### config.mk
export PLATFORM = sky130hd
export DESIGN_NAME = ulpi_rx_ctrl
export DESIGN_NICKNAME = d
export VERILOG_FILES = /design/src/rtl/ulpi_rx_ctrl.sv
export SDC_FILE = /design/constraint.sdc
export NUM_CORES = 1
export LEC_CHECK = 0
export BUFFER_PORTS_ARGS = -buffer_cell sky130_fd_sc_hd__buf_2
export CAP_MARGIN = 25
export CORE_MARGIN = 4
export CORE_UTILIZATION = 40
export DETAILED_ROUTE_END_ITERATION = 8
export GPL_TIMING_DRIVEN = 0
export PLACE_DENSITY = 0.68
export SETUP_SLACK_MARGIN = 0.3
export SLEW_MARGIN = 25
export SYNTH_ARGS = -nofsm -noshare
export SYNTH_HDL_FRONTEND = slang
export SYNTH_SLANG_ARGS = --single-unit
export TNS_END_PERCENT = 1
### constraint.sdc
create_clock -name clk -period 4.4 [get_ports clk]
set_clock_uncertainty 0.2 [all_clocks]
set_input_delay 0.88 -clock clk [delete_from_list [all_inputs] [get_ports clk]]
set_output_delay 0.88 -clock clk [all_outputs]
set_load 0.02 [all_outputs]
### src/rtl/ulpi_rx_ctrl.sv
// ULPI receive controller: turnaround tracking, RX CMD decode, packet framing.
// Optional statistics counters are enabled by defining ULPI_RX_STATS_EN.
module ulpi_rx_ctrl #(
   parameter int unsigned MAX_BYTES = 1024
) (
   input  logic        clk,
   input  logic        rst,
   input  logic [7:0]  usb_in,
   input  logic        dir,
   input  logic        nxt,
   output logic [7:0]  data_out,
   output logic        data_valid,
   output logic        pkt_start,
   output logic        pkt_end,
   output logic        pkt_err,
   output logic [10:0] byte_count,
   output logic [1:0]  linestate,
   output logic        rx_active,
   output logic [15:0] pkt_cnt,
   output logic [15:0] err_cnt
);

   typedef enum logic [2:0] {
      IDLE,
      TURN,
      RECV,
      DROP,
      DONE
   } state_t;

   localparam logic [10:0] MAXC = 11'(MAX_BYTES);

   state_t      state_q, state_d;
   logic        dir_q;
   logic        err_q, err_d;
   logic        got_q, got_d;
   logic [10:0] cnt_q, cnt_d;
   logic [7:0]  data_q, data_d;
   logic        dv_q, dv_d;
   logic        ps_q, ps_d;
   logic        pe_q, pe_d;
   logic        perr_q, perr_d;
   logic [1:0]  ls_q, ls_d;
   logic        act_q, act_d;

   always_comb begin
      state_d = state_q;
      err_d   = err_q;
      got_d   = got_q;
      cnt_d   = cnt_q;
      data_d  = data_q;
      dv_d    = 1'b0;
      ps_d    = 1'b0;
      pe_d    = 1'b0;
      perr_d  = 1'b0;
      ls_d    = ls_q;
      act_d   = act_q;
      unique case (state_q)
         IDLE: begin
            if (dir && !dir_q) state_d = TURN;
         end
         TURN: begin
            got_d   = 1'b0;
            state_d = dir ? RECV : IDLE;
         end
         RECV: begin
            if (!dir) begin
               state_d = DONE;
            end else if (!nxt) begin
               ls_d  = usb_in[1:0];
               act_d = (usb_in[5:4] == 2'b01);
               if (usb_in[5:4] == 2'b11) err_d = 1'b1;
            end else if (got_q && cnt_q == MAXC) begin
               err_d   = 1'b1;
               state_d = DROP;
            end else begin
               data_d = usb_in;
               dv_d   = 1'b1;
               ps_d   = !got_q;
               got_d  = 1'b1;
               cnt_d  = got_q ? cnt_q + 11'd1 : 11'd1;
            end
         end
         DROP: begin
            if (!dir) state_d = DONE;
         end
         DONE: begin
            pe_d    = got_q;
            perr_d  = got_q & err_q;
            err_d   = 1'b0;
            got_d   = 1'b0;
            state_d = dir ? TURN : IDLE;
         end
         default: state_d = IDLE;
      endcase
   end

   // dir_q resets high so a bus already owned at release is not an edge
   always_ff @(posedge clk or posedge rst) begin
      if (rst) begin
         state_q <= IDLE;
         dir_q   <= 1'b1;
         err_q   <= 1'b0;
         got_q   <= 1'b0;
         cnt_q   <= '0;
         data_q  <= '0;
         dv_q    <= 1'b0;
         ps_q    <= 1'b0;
         pe_q    <= 1'b0;
         perr_q  <= 1'b0;
         ls_q    <= '0;
         act_q   <= 1'b0;
      end else begin
         state_q <= state_d;
         dir_q   <= dir;
         err_q   <= err_d;
         got_q   <= got_d;
         cnt_q   <= cnt_d;
         data_q  <= data_d;
         dv_q    <= dv_d;
         ps_q    <= ps_d;
         pe_q    <= pe_d;
         perr_q  <= perr_d;
         ls_q    <= ls_d;
         act_q   <= act_d;
      end
   end

   assign data_out   = data_q;
   assign data_valid = dv_q;
   assign pkt_start  = ps_q;
   assign pkt_end    = pe_q;
   assign pkt_err    = perr_q;
   assign byte_count = cnt_q;
   assign linestate  = ls_q;
   assign rx_active  = act_q;

`ifdef ULPI_RX_STATS_EN
   logic [15:0] pkt_cnt_q;
   logic [15:0] err_cnt_q;

   always_ff @(posedge clk or posedge rst) begin
      if (rst) begin
         pkt_cnt_q <= '0;
         err_cnt_q <= '0;
      end else begin
         if (pe_d) pkt_cnt_q <= pkt_cnt_q + 16'd1;
         if (pe_d && perr_d) err_cnt_q <= err_cnt_q + 16'd1;
      end
   end

   assign pkt_cnt = pkt_cnt_q;
   assign err_cnt = err_cnt_q;
`else
   assign pkt_cnt = '0;
   assign err_cnt = '0;
`endif

endmodule
* After elaboration in Yosys (flattened, before gate mapping) *
Cells that the tools add are included.

storage, ports and cells
  input port bits = 12
  output and inout bits = 58
  register bits after elaboration = 32
  logic and storage cells = 73

operators by class
  reduce and logical (&&, ||, !) cells = 13
  bitwise operators = 3
  $add $sub $neg = 1
  equality and inequality tests = 16
  muxes and demuxes = 28

operators with widths
  cell                     number
  $mux W1                  18
  $reduce_and A4 Y1        4
  $mux W3                  5
  $pmux W3 S5              1
  $ne A3 B3 Y1 const B     4
  $add A11 B1 Y11 const B  1
  $eq A11 B11 Y1 const B   1
  $mux W11                 1
  $ne A2 B2 Y1 const B     5
  $eq A3 B2 Y1 const B     2
  $pmux W1 S2              2
  $reduce_bool A2 Y1       2
  $eq A3 B1 Y1 const B     1
  $eq A3 B3 Y1 const B     1
  $logic_not A3 Y1         1
  $reduce_and A3 Y1        1
  $eq A2 B1 Y1 const B     1
  $eq A2 B2 Y1 const B     1
  $logic_and A1 B1 Y1      2
  $logic_not A1 Y1         2
  $mux W2                  1
  $not A1 Y1               2
  $reduce_or A2 Y1         1
  $and A1 B1 Y1            1

* Depth between registers and ports, before layout *
Gate-level depths: netlist of the first run.

  depth after elaboration = 6
  mapped depth = 7
  depth with buffers taken out = 6

* Worst setup path after synthesis of the first run *
OpenSTA, ideal clock, no wires.

  path type = input to register
  start = input port dir
  end = register data_q[0], in the netlist data_out[0]
  required time = 4.075 ns
  setup time = 0.125 ns
  buffers on the path = 2
  data arrival time = 1.990 ns
  stages on the path = 6
  setup slack = 2.086 ns
  cells stage by stage = nor4bb_1 buf_4 nand2_4 nor2_1 buf_6 mux2_2

between the ends
  longest elaborated chain between the ends = 1

RTL lines
  what                         line  RTL
  from (decl)                  9     input logic dir,
  $reduce_and A4 Y1 (no line)  -
  to (signal assigned)         119   data_q <= data_d;
  to (decl)                    38    logic [7:0] data_q, data_d;

No other way between the ends.
A chain may end at the register's enable or synchronous reset.

* Worst setup path after layout of the first run *
  start = input port dir
  end = register data_q[2], in the netlist data_out[2]

The elaborated chain is that of the path after synthesis.

==> reports/results.md, run 1 <==
| Stage | Quantity | Value |
|---|---|---|
| routing | Wirelength, routed | 3363 µm |
| power | Static Leakage | 0.001193 µW |
| finish | Top library cells by usage in the layout, fill and taps aside | buf_2 (37), buf_4 (34), conb_1 (32) |
| placed design | Post-place instance area | 2092 µm² |
| cts | Clk_lat worst skew | 280 ps |
| critical path | Crit path max-delay family | simple AND/OR/NAND/NOR gates |
| cts | CTS H-tree depth | 2 |
| yosys | Proportion of synthesized chip area in sequential cells | 46.28% |
| yosys | Register bit count reported by yosys | 32 |
| routing | Highest metal used | met4 |
| global routing | Wire length of the first global-routing pass | 5589 µm |
| yosys | Post-Syn Area per Cell | 10.76 µm² |
| yosys | Cell taking the most area after synthesis | dfrtp_1 |
| global routing | Maximum number of pins on one net before global-route repair | 33 |
| sta | Total of endpoints with negative setup slack in the final report | 0 |
| sta | Achievable Freq | 0.4292 GHz |
| flow run | Maximum capacitance violations | 0 |
| sta | Post-layout min period | 2330 ps |
| critical path | CP Capture Type | flip-flop |
| routing | M1 wire length | 1459 µm |
| cts | CTS-repair resized insts | 0 |
| finish | Area occupied by multi-input gates | 726.9 µm² |
| floorplan | Die width | 73.82 µm |
| power | Total power density per cell area | 494.5 nW/µm² |
| floorplan | Die area | 5449 µm² |
| sta | Total negative slack for setup checks | 0 ps |
| routing | Antenna violation net count after detailed routing | 0 |
| cts | TritonCTS clock tree | built |
| critical path | CP Data Arrival Time | 2300 ps |
| global routing | Number of antenna violations at the first check in global routing | 0 |
| placed design | Post-DP HPWL | 2555 µm |
| sta | Post-route fraction of the period consumed by the critical path | 52.96% |
| yosys | Fraction of post-synthesis cell area in the top cell type by area | 44.77% |
| critical path | Number of buffers and inverters on the critical path | 3 |
| critical path | Crit path largest cell delay | 340 ps |
| floorplan | Initial cell density of the core | 42.41% |
| routing | Initial drt markers | 50 |
| yosys | Distinct cell type count after synthesis | 41 |
| routing | Number of optimization iterations in the first detailed-route pass | 4 |
| cts | Clock transition at the register clock pins on the worst setup and hold paths after CTS | 60 ps |
| critical path | Cells along the critical path | buf_2, nor4bb_1, buf_4, nand2_4, nor2_1, buf_6, mux2_2 |
| critical path | Endpoint of the worst-slack reg-to-reg timing path | data_out[2] |
| cts | Total CTS buffers | 5 |
| global routing | Via count of the first global-routing pass | 1,236 |
| floorplan | Io pins | 70 |
| yosys | Synth warnings | 0 |
| yosys | Main area contributors after synthesis | dfrtp_1 (45%), buf_4 (15%), mux2_2 (7.1%) |
| cts | Sinks on Clock Net | 32 |
| routing | Vias | 1,289 |
| yosys | Most used flip-flop cell after synthesis | dfrtp_1 |
| placed design | Port Buffer Count | 36 |
| finish | Fin nets | 249 |
| critical path | Worst-path maximum fanout | 10 |
| routing | Met3 Routed Length | 315 µm |
| min path | Startpoint of the lowest-slack hold path | data_out[3] |
| yosys | Proportion of synthesized flip-flops having asynchronous set or reset | 100.0% |
| finish | Share of layout cells above drive strength 1 | 41.95% |
| finish | Area of all placed cells without fillers | 2182 µm² |
| yosys | Count of flip-flops with a built-in enable after synthesis | 0 |
| routing | Final routed DRC violation total | 0 |
| placed design | GP Congestion | 0.8059 |
| finish | Most common cell after layout, fill and taps aside | buf_2 |
| cts | Post-CTS repair timing setup buffer count | 0 |
| finish | Count of fill cells added during filler insertion | 385 |
| critical path | Worst setup path class | in -> reg |
| routing | Average wire per cell in the routed design | 11.76 µm |
| yosys | Post-Synthesis Cell Area | 1733 µm² |
| sta | Worst rel slew slack | 57.45% |
| finish | Synthesis-to-layout area growth | 25.92% |
| critical path | Register-to-register setup slack | 2220 ps |
| min path | Hold path endpoint | data_out[3] |
| critical path | Crit path max-delay cell type | mux2_2 |
| min path | Hold path depth | 1 |
| power | Max rail drop VDD | 0.2841 mV |
| critical path | Logic depth of the worst register-to-register path | 7 |
| cts | CTS hold repair buffers | 0 |
| outcome | Outcome | finished clean |
| yosys | Number of instances in the synthesized netlist | 161 |
| global routing | Total GRT Usage | 13.62% |
| floorplan | Total number of placement rows | 23 |
| finish | Antenna diodes | 0 |
| routing | Met2 wire length | 1534 µm |
| sta | Hold Fails Final Rpt | 0 |
| min path | Kind of path behind the tightest hold check | reg -> reg |
| finish | Flip-flop and latch area | 802.0 µm² |
| global routing | Global-route congestion overflow total | 0 |
| floorplan | Height of the die | 73.82 µm |
| sta | Number of max-slew violations in the final report | 0 |
| critical path | Worst r2r src | state_q[2] |
| routing | Via density per instance | 4.507 |
| floorplan | Standard cell core area | 4086 µm² |
| sta | RSZ-0062 raised after global routing | false |
| critical path | Kind of start point of the critical path | input port |
| sta | Worst Max-Slew Pin Slew | 637.3 ps |
| cts | Clock Root Buffer | clkbuf_8 |
| cts | Clock buffer depth | 2 |
| critical path | Required time of the critical path | 4370 ps |
==> power by group <==
| part | internal, µW | total (µW) | switching, µW |
|---|---|---|---|
| sequential | 378 | 446 | 67.9 |
| clock | 127 | 231 | 103 |
| combinational | 165 | 402 | 237 |
| total | 671 | 1080 | 408 |
==> worst register-to-register path, cell delays in order (launching register included) <==
cell and delay [ps]:
dfrtp_1 370, buf_6 130, nor4bb_1 280, buf_4 220, nand2_4 60, nor2_1 270
buf_6 200, mux2_2 340
==> worst max path at each step <==
stage	startpoint	end	slack [ps]	depth (start not counted)
final	dir	data_out[2]	2070	7
after global routing	dir	data_out[2]	1980	7
after CTS	dir	data_out[2]	2070	7
after detailed placement	dir	data_out[2]	1770	7
after global placement	dir	data_out[5]	1790	7
after floorplan	dir	data_out[0]	2090	6
==> cells by family after synthesis <==
family                   count (synthesis)  share of synthesized area [%]
AO/OA/AOI/OAI                           15                          5.993
buffers and inverters                   45                          18.48
adder cells (fa/ha/maj)                  2                          1.444
other                                    1                         0.2164
flip-flops                              32                          46.28
AND/OR/NAND/NOR                         49                          17.33
XOR/XNOR                                 5                          2.527
multiplexers                            12                          7.726
==> layout make-up <==
class                           count  area share, %
Buffer                             38          13.47
Timing Repair Buffer               36          8.257
Clock buffer                        8          4.128
Sequential cell                    32          36.75
Inverter                            7          1.204
Multi-Input combinational cell    115          33.31
Tap cell                           50          2.867
==> flip-flops by register name (all words and copies together), names as in the netlist <==
name,count
pkt_err,1
got_q,1
dir_q,1
data_out,8
data_valid,1
state_q,3
err_q,1
rx_active,1
pkt_end,1
linestate,2
pkt_start,1
byte_count,11
==> Yosys cell counts, types with 2 or more instances <==
cell type,number
or3_1,2
ha_1,2
mux2_2,11
and4_1,2
and2_1,3
nand4_1,5
nor2_1,9
nor4b_1,2
o21ai_0,6
xor2_1,4
and3_1,4
nand3_1,5
buf_4,34
nand2_1,5
buf_6,3
inv_1,7
a31oi_1,2
nor3b_1,2
dfrtp_1,31
==> routing by layer <==
layer  global-route usage [%]  up-vias
met5                        0        -
met4                    6.036        0
met3                    6.156        5
met2                    20.57       50
met1                    16.62      599
li1                         -      635
==> per-stage QoR <==
stage	hold slack (ps)	total power, µW	cells	setup slack (ps)	utilization [%]
after CTS	309.9	1094	286	2065	53.40
after floorplan	277.4	729.2	192	2086	-
after global routing	334.8	1159	286	1983	53.40
final	305.2	1079	286	2070	53.40
after detailed placement	293.5	855.4	278	1769	51.19
after global placement	286.1	844.4	278	1789	51.19
No activity file was read; power rests on OpenSTA's default activity.
==> run 2: changes to the inputs <==
- PLACE_DENSITY: 0.68 -> 0.71
- clock period: 4.4 -> 1.9 ns (I/O delays scaled with it)
==> run 2 against run 1 <==
Critical endpoint is now data_out[1]. Highest routed layer unchanged. Register-to-register slack worse by 2300 ps. Largest power group unchanged. First-iteration DRC count decreased by 18%. Combinational power grew 150%. Hold slack worse by 320 ps. The run now ends with negative hold slack, negative setup slack left. Clock power up 130%. Setup slack got worse by 2100 ps. Sequential share of layout area down 1.8 points.
==> reports/results.md, run 2 (synthesis gave the netlist of run 1 again) <==
| Stage | Quantity | Value |
|---|---|---|
| floorplan | Total number of placement rows | 23 |
| critical path | Endpoint of the worst-slack reg-to-reg timing path | data_out[1] |
| finish | Antenna diodes | 0 |
| cts | CTS H-tree depth | 2 |
| sta | Worst rel slew slack | 56.37% |
| finish | Max FFs per register | 11 |
| cts | Clk_lat worst skew | 280 ps |
| routing | Number of optimization iterations in the first detailed-route pass | 4 |
| finish | Count of fill cells added during filler insertion | 372 |
| power | Power, Total | 2574 µW |
| critical path | Start point of the critical path | byte_count[5] |
| placed design | GP Congestion | 0.7556 |
| critical path | Crit path largest cell delay | 550 ps |
| sta | Hold Worst Slack | -11.51 ps |
| cts | TritonCTS clock tree | built |
| critical path | Logic depth of the worst register-to-register path | 5 |
| global routing | Number of antenna violations at the first check in global routing | 0 |
| critical path | Required time of the critical path | 1870 ps |
| routing | Via density per instance | 4.543 |
| sta | Worst Max-Slew Pin Slew | 653.4 ps |
| global routing | Via count of the first global-routing pass | 1,291 |
| floorplan | Die area | 5449 µm² |
| cts | Clock transition at the register clock pins on the worst setup and hold paths after CTS | 60 ps |
| sta | Total of endpoints with negative setup slack in the final report | 9 |
| sta | Achievable Freq | 0.5122 GHz |
| sta | Post-route fraction of the period consumed by the critical path | 102.8% |
| critical path | Number of buffers and inverters on the critical path | 1 |
| critical path | Register-to-register setup slack | -50 ps |
| finish | Top library cells by usage in the layout, fill and taps aside | buf_4 (39), buf_2 (36), conb_1 (32) |
| finish | Fin nets | 256 |
| sta | Hold Fails Final Rpt | 31 |
| placed design | Port Buffer Count | 36 |
| cts | Clock buffer depth | 2 |
| routing | Antenna violation net count after detailed routing | 0 |
| min path | Kind of path behind the tightest hold check | in -> async |
| global routing | Total GRT Usage | 14.00% |
| cts | Total CTS buffers | 5 |
| cts | Clock Root Buffer | clkbuf_8 |
| routing | Initial drt markers | 41 |
| global routing | Maximum number of pins on one net before global-route repair | 33 |
| critical path | Worst-path maximum fanout | 5 |
| placed design | Post-placement worst setup slack | -269.4 ps |
| finish | Post-layout utilization of the core | 56.55% |
| critical path | Crit path max-delay family | simple AND/OR/NAND/NOR gates |
| critical path | CP Data Arrival Time | 1920 ps |
| critical path | Levels on crit path | 5 |
| critical path | Worst setup path class | reg -> reg |
| finish | Share of layout cells above drive strength 1 | 48.15% |
| sta | Post-layout min period | 1952 ps |
| placed design | Post-DP HPWL | 2552 µm |
| floorplan | Standard cell core area | 4086 µm² |
| outcome | Outcome | complete, but fails checks |
| routing | Wirelength, routed | 3488 µm |
| sta | Final setup slack of the worst path | -52.47 ps |
| critical path | CP Capture Type | flip-flop |
| cts | Sinks on Clock Net | 32 |
| critical path | Worst r2r src | byte_count[5] |
| floorplan | Die width | 73.82 µm |
| sta | Number of max-slew violations in the final report | 0 |
| critical path | Crit path max-delay cell type | or4_4 |
| floorplan | Io pins | 70 |
| power | Total power density per cell area | 1114 nW/µm² |
| global routing | Global-route congestion overflow total | 0 |
| critical path | Kind of start point of the critical path | flip-flop |
| critical path | End point of the critical path | data_out[1] |
| floorplan | Initial cell density of the core | 42.41% |
| flow run | Maximum capacitance violations | 0 |
| critical path | Cells along the critical path | or4_4, nor3_4, nor2_4, buf_6, mux2_2 |
| routing | Final routed DRC violation total | 0 |
| global routing | Wire length of the first global-routing pass | 5913 µm |
| floorplan | Height of the die | 73.82 µm |
| power | Static Leakage | 0.001240 µW |
| routing | Average wire per cell in the routed design | 11.90 µm |
| power | Max rail drop VDD | 0.8745 mV |
| outcome | Failing checks | negative hold slack, negative setup slack |
| finish | Synthesis-to-layout area growth | 33.36% |
| routing | Vias | 1,331 |
| finish | Most common cell after layout, fill and taps aside | buf_4 |
| sta | RSZ-0062 raised after global routing | true |
run 2: cell count changes in the layout (fill, tap and decap cells not counted), sizes merged:
cell,before,now
buf,74,81
run 2: repair_timing:
item / 4_1_cts / 5_1_grt
endpoints found under the setup margin: 27 / 28
gates cloned: 1 / 0
pin swaps: 7 / 4
hold buffers: 0 / 0
buffers inserted: 5 / 1
gates resized for setup: 11 / 10
run 2: area by class of cell:
type	instances	area (µm²)	share of cell area (%)
sequential	32	808.3	34.98
multi-input combinational	115	783.3	33.89
buffer	38	294.0	12.72
timing repair buffer	43	246.5	10.67
clock buffer	8	90.09	3.898
tap	50	62.56	2.707
inverter	7	26.28	1.137
run 2: worst min path at each step:
stage	startpoint	end	slack, ps
detailed placement	data_out[3]	data_out[3]	290
finish	rst	byte_count[8]	-10
floorplan	dir	dir_q	180
global route	dir	dir_q	20
CTS	rst	data_out[1]	20
global placement	linestate[1]	linestate[1]	290
run 2: power by group:
group          leakage, µW  total (µW)  switching [µW]  internal (µW)
Combinational     0.000791         999             568            430
Clock            0.0000455         532             237            295
Sequential        0.000403        1040             162            880
run 2: stage by stage:
stage	cells	instance area (µm²)	TNS, ps
finish	293	2311	-393.0
global route	293	2311	-1113
CTS	292	2266	-683.6
detailed placement	278	2095	-2385
global placement	278	2095	-2357
floorplan	192	1852	-801.7
run 2: worst register-to-register path, stage by stage (launching register included):
cell and delay (ps):
dfrtp_2 410, or4_4 550, nor3_4 200, nor2_4 90, buf_6 140, mux2_2 260
run 2: per-layer routing:
metal	track usage (%)	up-vias	wire length, µm	share of wire [%]
li1	-	661	-	-
met3	6.156	9	395	11
met4	5.231	0	61	1.7
met1	16.92	601	1384	40
met5	0	-	0	0
met2	21.95	60	1646	47
==> run 3: changes to the inputs <==
- CORE_ASPECT_RATIO: not set -> 1.25
==> run 3 against run 2 <==
The flow still finishes with violations (negative hold slack, negative setup slack). First-iteration DRC count down 32%. Combinational power barely moved. Highest routed layer unchanged. Sequential cell count is the same. Critical path type unchanged. Global-route usage is 0.23 points lower.
==> reports/results.md, run 3 (synthesis gave the netlist of run 1 again) <==
| Stage | Quantity | Value |
|---|---|---|
| outcome | Outcome | complete, but fails checks |
| outcome | Failing checks | negative hold slack, negative setup slack |
| floorplan | Io pins | 70 |
| critical path | Endpoint of the worst-slack reg-to-reg timing path | data_out[7] |
| flow run | Maximum capacitance violations | 0 |
| routing | Wirelength, routed | 3500 µm |
| finish | Most common cell after layout, fill and taps aside | buf_4 |
| sta | Number of max-slew violations in the final report | 0 |
| sta | Final setup slack of the worst path | -87.96 ps |
| placed design | Post-DP HPWL | 2457 µm |
| floorplan | Initial cell density of the core | 41.94% |
| critical path | Logic depth of the worst register-to-register path | 5 |
| floorplan | Height of the die | 81.59 µm |
| sta | Hold Worst Slack | -19.57 ps |
| finish | Share of layout cells above drive strength 1 | 50.00% |
| routing | Via density per instance | 4.440 |
| finish | Area of all placed cells without fillers | 2384 µm² |
| cts | Sinks on Clock Net | 32 |
| global routing | Layer with the highest usage after global routing | met2 |
| global routing | Met3 track demand over resource in global routing | 4.241% |
| finish | Fin nets | 259 |
| sta | Worst Max-Slew Pin Slew | 644.9 ps |
| cts | TritonCTS clock tree | built |
| sta | Total of endpoints with negative setup slack in the final report | 14 |
| global routing | Number of antenna violations at the first check in global routing | 0 |
| global routing | Maximum number of pins on one net before global-route repair | 33 |
| cts | Clk_lat worst skew | 290 ps |
| cts | Clock transition at the register clock pins on the worst setup and hold paths after CTS | 70 ps |
| power | Static Leakage | 0.001265 µW |
| critical path | Register-to-register setup slack | -90 ps |
| sta | Hold Fails Final Rpt | 31 |
| cts | Clock Root Buffer | clkbuf_8 |
| cts | CTS H-tree depth | 2 |
| critical path | CP Data Arrival Time | 1950 ps |
| sta | RSZ-0062 raised after global routing | true |
| global routing | Met1 capacity usage during global routing | 15.22% |
| finish | Count of fill cells added during filler insertion | 372 |
| sta | Total negative slack for setup checks | -704.3 ps |
| floorplan | Die width | 66.87 µm |
| critical path | Kind of start point of the critical path | flip-flop |
| routing | Antenna violation net count after detailed routing | 0 |
| critical path | Worst r2r src | byte_count[6] |
| cts | Total CTS buffers | 5 |
| routing | Number of optimization iterations in the first detailed-route pass | 4 |
| floorplan | Total number of placement rows | 26 |
| global routing | Wire length of the first global-routing pass | 5561 µm |
| finish | Max FFs per register | 11 |
| routing | Initial drt markers | 28 |
| sta | Worst rel slew slack | 56.94% |
| finish | Top library cells by usage in the layout, fill and taps aside | buf_4 (39), buf_2 (36), conb_1 (32) |
| placed design | GP Congestion | 0.7482 |
| critical path | Worst-path maximum fanout | 5 |
| global routing | Grt met2 use | 22.82% |
| critical path | Worst setup path class | reg -> reg |
| power | Total power density per cell area | 1099 nW/µm² |
| cts | Clock buffer depth | 2 |
| power | Max rail drop VDD | 0.6796 mV |
| sta | Post-layout min period | 1988 ps |
| routing | Vias | 1,341 |
| finish | Synthesis-to-layout area growth | 37.55% |
| global routing | Total GRT Usage | 13.77% |
| critical path | Required time of the critical path | 1870 ps |
| critical path | CP Capture Type | flip-flop |
| floorplan | Standard cell core area | 4131 µm² |
| sta | Post-route fraction of the period consumed by the critical path | 104.6% |
| placed design | Post-place instance area | 2102 µm² |
| global routing | Via count of the first global-routing pass | 1,203 |
| global routing | Global-route congestion overflow total | 0 |
| sta | Achievable Freq | 0.5030 GHz |
| min path | Kind of path behind the tightest hold check | in -> async |
| finish | Antenna diodes | 0 |
| routing | Average wire per cell in the routed design | 11.59 µm |
| routing | Final routed DRC violation total | 0 |
| placed design | Port Buffer Count | 36 |
| floorplan | Die area | 5456 µm² |
run 3: layout make-up:
type,instances,area [µm²],area share (%)
clock buffer,8,100.1,4.199
tap,56,70.07,2.940
buffer,38,297.8,12.49
inverter,7,26.28,1.102
multi-input combinational,115,785.8,32.97
timing repair buffer,46,294.0,12.34
sequential,32,809.5,33.96
run 3: worst max-delay path: stages (launching register included):
cell	delay, ps
dfrtp_2	410
or4_4	540
nor3_4	200
nor2_4	100
clkbuf_16	160
mux2_2	260
run 3: through the flow:
stage	cells	total power [µW]	worst slack (ps)	util, %
floorplan	192	1689	-101.9	-
global placement	284	1955	-261.6	50.88
detailed placement	284	1977	-271.8	50.88
CTS	298	2617	-119.3	55.36
global route	302	2800	-119.7	57.69
finish	302	2620	-87.96	57.69
run 3: metal layers:
metal,vias to the layer above,part of all wire [%]
li1,661,-
met5,-,0
met1,621,39
met3,8,8.5
met4,0,3.2
met2,51,50
run 3: what timing repair did:
action,4_1_cts,5_1_grt
pin swaps,9,7
cloned,0,1
hold buffers,0,0
resized for setup,12,13
buffers inserted,6,3
endpoints found under the setup margin,27,31
run 3: worst max path at each step:
| stage | from | endpoint | cells after the start | slack (ps) |
|---|---|---|---|---|
| floorplan | byte_count[5] | data_out[0] | 5 | -100 |
| global placement | state_q[2] | data_out[6] | 7 | -260 |
| detailed placement | state_q[2] | data_out[5] | 7 | -270 |
| CTS | byte_count[5] | data_out[5] | 5 | -120 |
| global route | state_q[2] | data_out[6] | 7 | -120 |
| finish | byte_count[6] | data_out[7] | 5 | -90 |
run 3: where the power goes:
part	switching (µW)	internal [µW]	total (µW)
Sequential	151	880	1030
Combinational	577	439	1020
Clock	242	330	573
